File: config.mk
export PLATFORM = sky130hd
export DESIGN_NAME = xdma_stream_scheduler
export DESIGN_NICKNAME = d
export VERILOG_FILES = /design/src/rtl/xdma_sched_pkg.sv /design/src/rtl/xdma_rr_select.sv /design/src/rtl/xdma_stream_scheduler.sv
export SDC_FILE = /design/constraint.sdc
export NUM_CORES = 1
export LEC_CHECK = 0
export ABC_AREA = 1
export CORE_ASPECT_RATIO = 1.4
export CORE_MARGIN = 4
export CORE_UTILIZATION = 47
export CTS_CLUSTER_SIZE = 8
export DETAILED_ROUTE_END_ITERATION = 8
export HOLD_SLACK_MARGIN = 0.02
export MAX_ROUTING_LAYER = met4
export PLACE_DENSITY = 0.83
export SLEW_MARGIN = 20
export SYNTH_ARGS = -nofsm -noshare
export SYNTH_HDL_FRONTEND = slang
export SYNTH_SLANG_ARGS = --single-unit
File: constraint.sdc
create_clock -name clk_i -period 1.54 [get_ports clk_i]
set_clock_uncertainty 0.1 [all_clocks]
set_input_delay 0.385 -clock clk_i [delete_from_list [all_inputs] [get_ports clk_i]]
set_output_delay 0.385 -clock clk_i [all_outputs]
set_load 0.05 [all_outputs]
File: src/rtl/xdma_sched_pkg.sv
// xdma_sched_pkg: shared state type and index-width helper for the stream scheduler
package xdma_sched_pkg;

    typedef enum logic {IDLE, BUSY} state_t;

    function automatic int idx_w(input int n);
        return (n > 1) ? $clog2(n) : 1;
    endfunction

endpackage

File: src/rtl/xdma_rr_select.sv
// xdma_rr_select: combinational round-robin pick of the first request at or after ptr_i
module xdma_rr_select
    import xdma_sched_pkg::*;
#(
    parameter int N_INP = 2,
    localparam int IDX_W = idx_w(N_INP)
) (
    input  logic [N_INP-1:0] req_i,
    input  logic [IDX_W-1:0] ptr_i,
    output logic [IDX_W-1:0] idx_o,
    output logic             valid_o
);

    // scan from the far end back toward ptr_i so the closest request overwrites last
    always_comb begin
        idx_o   = '0;
        valid_o = |req_i;
        for (int i = N_INP - 1; i >= 0; i--) begin
            if (req_i[(int'(ptr_i) + i) % N_INP]) idx_o = IDX_W'((int'(ptr_i) + i) % N_INP);
        end
    end

endmodule

File: src/rtl/xdma_stream_scheduler.sv
// xdma_stream_scheduler: round-robin burst arbiter forwarding one requester's stream at a time
module xdma_stream_scheduler
    import xdma_sched_pkg::*;
#(
    parameter type data_t = logic,
    parameter int  N_INP  = 2,
    parameter int  LEN_W  = 8
) (
    input  logic                         clk_i,
    input  logic                         rst_ni,
    input  data_t [N_INP-1:0]            inp_data_i,
    input  logic  [N_INP-1:0]            inp_valid_i,
    input  logic  [N_INP-1:0][LEN_W-1:0] inp_len_i,
    output logic  [N_INP-1:0]            inp_ready_o,
    output data_t                        oup_data_o,
    output logic                         oup_valid_o,
    output logic                         oup_last_o,
    input  logic                         oup_ready_i,
    output logic  [N_INP-1:0]            grant_o,
    output logic                         start_o,
    output logic                         done_o,
    output logic                         busy_o
);

    localparam int IDX_W = idx_w(N_INP);

    state_t             state_q, state_d;
    logic [IDX_W-1:0]   rr_ptr_q, rr_ptr_d;
    logic [IDX_W-1:0]   idx_q, idx_d;
    logic [LEN_W-1:0]   len_q, len_d;
    logic [LEN_W-1:0]   beat_cnt_q, beat_cnt_d;
    logic [IDX_W-1:0]   sel_idx;
    logic               sel_valid;
    logic               busy, own_valid, last, hs;

    xdma_rr_select #(.N_INP(N_INP)) u_rr_select (
        .req_i   (inp_valid_i),
        .ptr_i   (rr_ptr_q),
        .idx_o   (sel_idx),
        .valid_o (sel_valid)
    );

    // arbitration in IDLE, beat counting in BUSY; counter restarts at each grant so a full-range burst never wraps
    always_comb begin
        busy       = state_q == BUSY;
        own_valid  = busy && inp_valid_i[idx_q];
        last       = beat_cnt_q == len_q;
        hs         = own_valid && oup_ready_i;
        state_d    = state_q;
        rr_ptr_d   = rr_ptr_q;
        idx_d      = idx_q;
        len_d      = len_q;
        beat_cnt_d = beat_cnt_q;
        if (!busy && sel_valid) begin
            state_d    = BUSY;
            idx_d      = sel_idx;
            len_d      = inp_len_i[sel_idx];
            beat_cnt_d = '0;
        end else if (hs && last) begin
            state_d    = IDLE;
            rr_ptr_d   = (idx_q == IDX_W'(N_INP - 1)) ? '0 : idx_q + 1'b1;
            beat_cnt_d = '0;
        end else if (hs) begin
            beat_cnt_d = beat_cnt_q + 1'b1;
        end
    end

    // outputs are forced low while reset is held so an aborted burst never leaks a beat or done
    always_comb begin
        inp_ready_o = '0;
        grant_o     = '0;
        if (rst_ni && busy) begin
            inp_ready_o[idx_q] = oup_ready_i;
            grant_o[idx_q]     = 1'b1;
        end
        oup_data_o  = (rst_ni && busy) ? inp_data_i[idx_q] : '0;
        oup_valid_o = rst_ni && own_valid;
        oup_last_o  = rst_ni && own_valid && last;
        start_o     = rst_ni && !busy && sel_valid;
        done_o      = rst_ni && hs && last;
        busy_o      = rst_ni && busy;
    end

    // all scheduler state
    always_ff @(posedge clk_i) begin
        if (!rst_ni) begin
            state_q    <= IDLE;
            rr_ptr_q   <= '0;
            idx_q      <= '0;
            len_q      <= '0;
            beat_cnt_q <= '0;
        end else begin
            state_q    <= state_d;
            rr_ptr_q   <= rr_ptr_d;
            idx_q      <= idx_d;
            len_q      <= len_d;
            beat_cnt_q <= beat_cnt_d;
        end
    end

endmodule
==> run metrics, run 1 <==
outcome=did not finish; last flow stage reached=5_1_grt; Log Error=[ERROR DPL-0038] Utilization greater than 100%, impossible to legalize; WEP type=output port; cell area after synthesis=~1100 sq um; pin count of the biggest net entering global routing=11; area leader, netlist=dfxtp_1; Num CTS Buffers=3; GR repair worst EP=done_o; # hold bufs at CTS=0; Synth Instances=185; clock buffer depth=2; pre-CTS WS=-0.680 ns; CTS H-tree lvls=1; Initial Util=0.508; sequential cell area fraction in the yosys report=0.332; CTS Sinks=19; Synth cell types=26; synthesized flop and latch total=19; Area contributors post-synth=dfxtp_1 (33%), nand2_1 (17%), inv_1 (8.9%), o21ai_0 (8.3%), nor2_1 (8.2%); hpwl dp=3320 um; clk root buf=clkbuf_4; port bufs=32; Yosys top cell area share=0.332; die height=between 60 and 70 um; gpl congestion=slightly below 0.9; width of the die=approximately 50 um; syn avg cell area=a little over 6 sq um; IO Count=33; Yosys Warn Count=0; synthesized net count=209; # rows=20
## synthesized netlist by cell type
library cell / instances
nand2_1: 53
inv_1: 27
nor2_1: 25
dfxtp_1: 19
o21ai_0: 19
a21oi_1: 13
inv_2: 3
nand3_1: 3
nor3_1: 3
nand4_1: 2
nor2_2: 2
xor2_1: 2
a21oi_2: 1
a22o_1: 1
buf_2: 1
buf_6: 1
ha_1: 1
nand2_2: 1
nand2_4: 1
nand3_2: 1
nor3_4: 1
o21ai_1: 1
o21ai_2: 1
o21bai_1: 1
o22ai_1: 1
xnor2_1: 1
## timing repair
item                       CTS
pin swaps                   10
hold endpoints to repair     0
setup endpoints to repair   29
resized for setup           30
setup buffers                6
## through the flow
stage,instances,utilization,area (sq um)
4_1_cts,280,0.927,2090
3_5_place_dp,270,0.868,1960
3_3_place_gp,270,0.868,1960
2_1_floorplan,185,-,1270
## cells by family after synthesis
family | Yosys count | share of synthesized area
adders and majority gates | 1 | 0.0109
and+or+nand+nor | 92 | 0.342
DFF | 19 | 0.332
xor gates and xnor gates | 3 | 0.0230
buffers and inverters | 32 | 0.113
AOI/OAI and AO/OA | 38 | 0.179
==> run 2: changes to the inputs <==
--- a/config.mk
+++ b/config.mk
@@ -6,14 +6,10 @@
 export NUM_CORES = 1
 export LEC_CHECK = 0
 export ABC_AREA = 1
-export CORE_ASPECT_RATIO = 1.4
-export CORE_MARGIN = 4
-export CORE_UTILIZATION = 47
-export CTS_CLUSTER_SIZE = 8
+export CORE_AREA = 4 4 65 67
 export DETAILED_ROUTE_END_ITERATION = 8
-export HOLD_SLACK_MARGIN = 0.02
-export MAX_ROUTING_LAYER = met4
-export PLACE_DENSITY = 0.83
+export DIE_AREA = 0 0 69 71
+export PLACE_DENSITY_LB_ADDON = 0.15
 export SLEW_MARGIN = 20
 export SYNTH_ARGS = -nofsm -noshare
 export SYNTH_HDL_FRONTEND = slang
==> run metrics, run 2 <==
Crit Path Max Fanout=2; count leader, synth=nand2_1; total iterations of the first detailed-routing run=4; ANT cells=0; Clock Pin Slew Worst Setup and Hold Paths=0.07 ns; most frequent cells in the layout=nand2_1 (47), buf_4 (31), o21ai_0 (19); Worst setup EP type=output pin; GR Overflow Total=0; FILL cells=about 340; first-pass GRT wire length=roughly 6000 um; outcome=finished with violations; Req. time, crit path=1.05 ns; Num CTS Buffers=3 (unchanged); Final Setup Violations=10; synthesized flop and latch total=19 (unchanged); width of the die=69 um (+39%); register area=407 sq um; DRC=0; CP Depth=9; fin. max-slew vios=0; total power=between 1.5 and 2 mW; Max Cap Viol=0; # rows=22 (+10%); Yosys top cell area share=0.332 (unchanged); Max-slew headroom=0.809; crit start category=flop; IO Count=33 (unchanged); Initial Util=0.315 (-0.193); gpl congestion=0.816 (-6.2%); antenna viol nets, final=0; initial antenna violation count=0; syn avg cell area=6.19 sq um (unchanged); pre-CTS WS=-0.568 ns (+0.113 ns); Hold Crit Depth=2; area leader, netlist=dfxtp_1; Fmax=between 500 and 600 MHz; CTS H-tree lvls=1 (unchanged); CP cell instances=inv_1, nand2_1, nand2_1, nor2_1, nand2_1, nor2_4, inv_2, nor3_4, buf_12; Worst Path Class, Setup=flop to output pin; CTS Sinks=19 (unchanged); leakage=0.970 nW; setup TNS=-1.90 ns; Synth-to-Final Area Change=96.6%; sequential cell area fraction in the yosys report=0.332 (unchanged); Worst path slowest cell=dfxtp_1; Area contributors post-synth=dfxtp_1 (33%), nand2_1 (17%), inv_1 (8.9%), o21ai_0 (8.3%), nor2_1 (8.2%); fraction of the cycle the final worst path needs=1.26; Yosys Warn Count=0 (unchanged); Peak VDD IR=approximately 0.47 mV; Routed WL=approximately 3600 um; Synth cell types=26 (unchanged); Final min period=around 1.9 ns; CORE AREA=about 3600 sq um; most frequent CP cell=nand2_1; Clock Latency Late Sink=between 0.2 and 0.3 ns; port bufs=32 (unchanged); final hold slack=about 0.39 ns; crit-path max cell delay=0.33 ns; Arr. time, crit path=1.45 ns; Post-synth ARST share=0 (unchanged); share of layout cells above drive strength 1=0.440; hpwl dp=2680 um (-20%); most common cell after layout, fill and taps aside=nand2_1; vias per cell=4.39; most frequent cells after synthesis=nand2_1 (53), inv_1 (27), nor2_1 (25); vias in the first global route=between 1,000 and 1,500; clk root buf=clkbuf_8; multi-input gate area in the final layout=786 sq um; die area=~4900 sq um; Vias=1,378; TritonCTS clock tree=yes; routed length per placed instance=11.4 um; Top delay family on crit path=simple AND/OR/NAND/NOR gates; worst path bufs/invs=3; slack of the critical path=-0.398 ns; Synth Instances=185 (unchanged); cell area after synthesis=1140 sq um (unchanged); failing checks=negative setup slack; Power Density=695 nW/um^2; RSZ-0062 raised after global routing=true; clock buffer depth=2 (unchanged); synthesized net count=209 (unchanged); pin count of the biggest net entering global routing=11; GRT Overall Usage=0.153; cells on worst reg2reg path=10; Largest regs=beat_cnt_q: 8 flops, len_q: 8 flops; die height=71 um (+6.9%); DRT iter0 DRCs=29; final hold viol count=0; Slew @ Worst Pin=around 0.29 ns; number of synthesized flops with an enable pin=0 (unchanged); Hold/Removal Path Class=flop to flop; Post-synth top flop=dfxtp_1; nets@finish=291
-- run 2: cell counts after synthesis --
No cell type changed its count.
-- run 2: worst paths after layout --
path	from	endpoint	slack [ns]
hold / removal	len_q[7]	len_q[7]	0.39
setup / recovery	len_q[4]	done_o	-0.40
setup reg to reg	idx_q	rr_ptr_q	0.08
hold reg to reg	len_q[7]	len_q[7]	0.39
-- run 2: cell families after synthesis --
group,share of synthesized area
buffers and inverters,0.113
DFF,0.332
and+or+nand+nor,0.342
AOI/OAI and AO/OA,0.179
xor gates and xnor gates,0.0230
adders and majority gates,0.0109
-- run 2: routing by layer --
layer / vias to the layer above / global-route usage / share of wire
met1: 606 / 0.199 / 0.46
li1: 746 / - / -
met3: 4 / 0.0270 / 0.036
met2: 22 / 0.250 / 0.49
met4: 0 / 0.0629 / 0.013
met5: - / 0 / 0
-- run 2: power breakdown --
part           internal (mW)  switching (mW)  total, mW
clock network          0.184           0.167      0.351
registers              0.529          0.0266      0.556
logic                  0.330           0.327      0.657
-- run 2: cell type report --
type                    count  area share
clock buffers               4      0.0200
inverters                  30      0.0545
multi-input cells         134       0.349
flip-flops and latches     19       0.181
well taps                  48      0.0267
repair buffers             79       0.369
-- run 2: worst min-delay path: cells and delay by family, from the launching register on --
kind	cells	cell delay, ns
AOI/OAI and AO/OA	1	0.07
buffers and inverters	1	0.06
DFF	1	0.32
-- run 2: stage by stage --
| step | cell area (sq um) | std cells | util |
|---|---|---|---|
| after floorplan | 1270 | 185 | - |
| after global routing | 2250 | 314 | 0.619 |
| after CTS | 2180 | 312 | 0.600 |
| final | 2250 | 314 | 0.619 |
| after global placement | 1980 | 297 | 0.546 |
| after detailed placement | 1980 | 297 | 0.546 |
-- run 2: timing repair --
item / 4_1_cts / 5_1_grt
pin swaps: 13 / 13
endpoints found under the setup margin: 29 / 22
hold buffers: 0 / 0
resized for setup: 36 / 25
setup buffers: 12 / 3
Power figures use the tool's default switching activity.
==> run 3: changes to the inputs <==
--- a/config.mk
+++ b/config.mk
@@ -6,6 +6,7 @@
 export NUM_CORES = 1
 export LEC_CHECK = 0
 export ABC_AREA = 1
+export CAP_MARGIN = 20
 export CORE_AREA = 4 4 65 67
 export DETAILED_ROUTE_END_ITERATION = 8
 export DIE_AREA = 0 0 69 71
==> results of run 3 <==
The final DEF is identical to that of run 2; final timing and power are the same.
==> run 4: changes to the inputs <==
--- a/config.mk
+++ b/config.mk
@@ -8,8 +8,10 @@
 export ABC_AREA = 1
 export CAP_MARGIN = 20
 export CORE_AREA = 4 4 65 67
+export CTS_CLUSTER_DIAMETER = 120
 export DETAILED_ROUTE_END_ITERATION = 8
 export DIE_AREA = 0 0 69 71
+export GPL_ROUTABILITY_DRIVEN = 0
 export PLACE_DENSITY_LB_ADDON = 0.15
 export SLEW_MARGIN = 20
 export SYNTH_ARGS = -nofsm -noshare
==> results of run 4 <==
The final DEF is identical to that of run 2; final timing and power are the same.
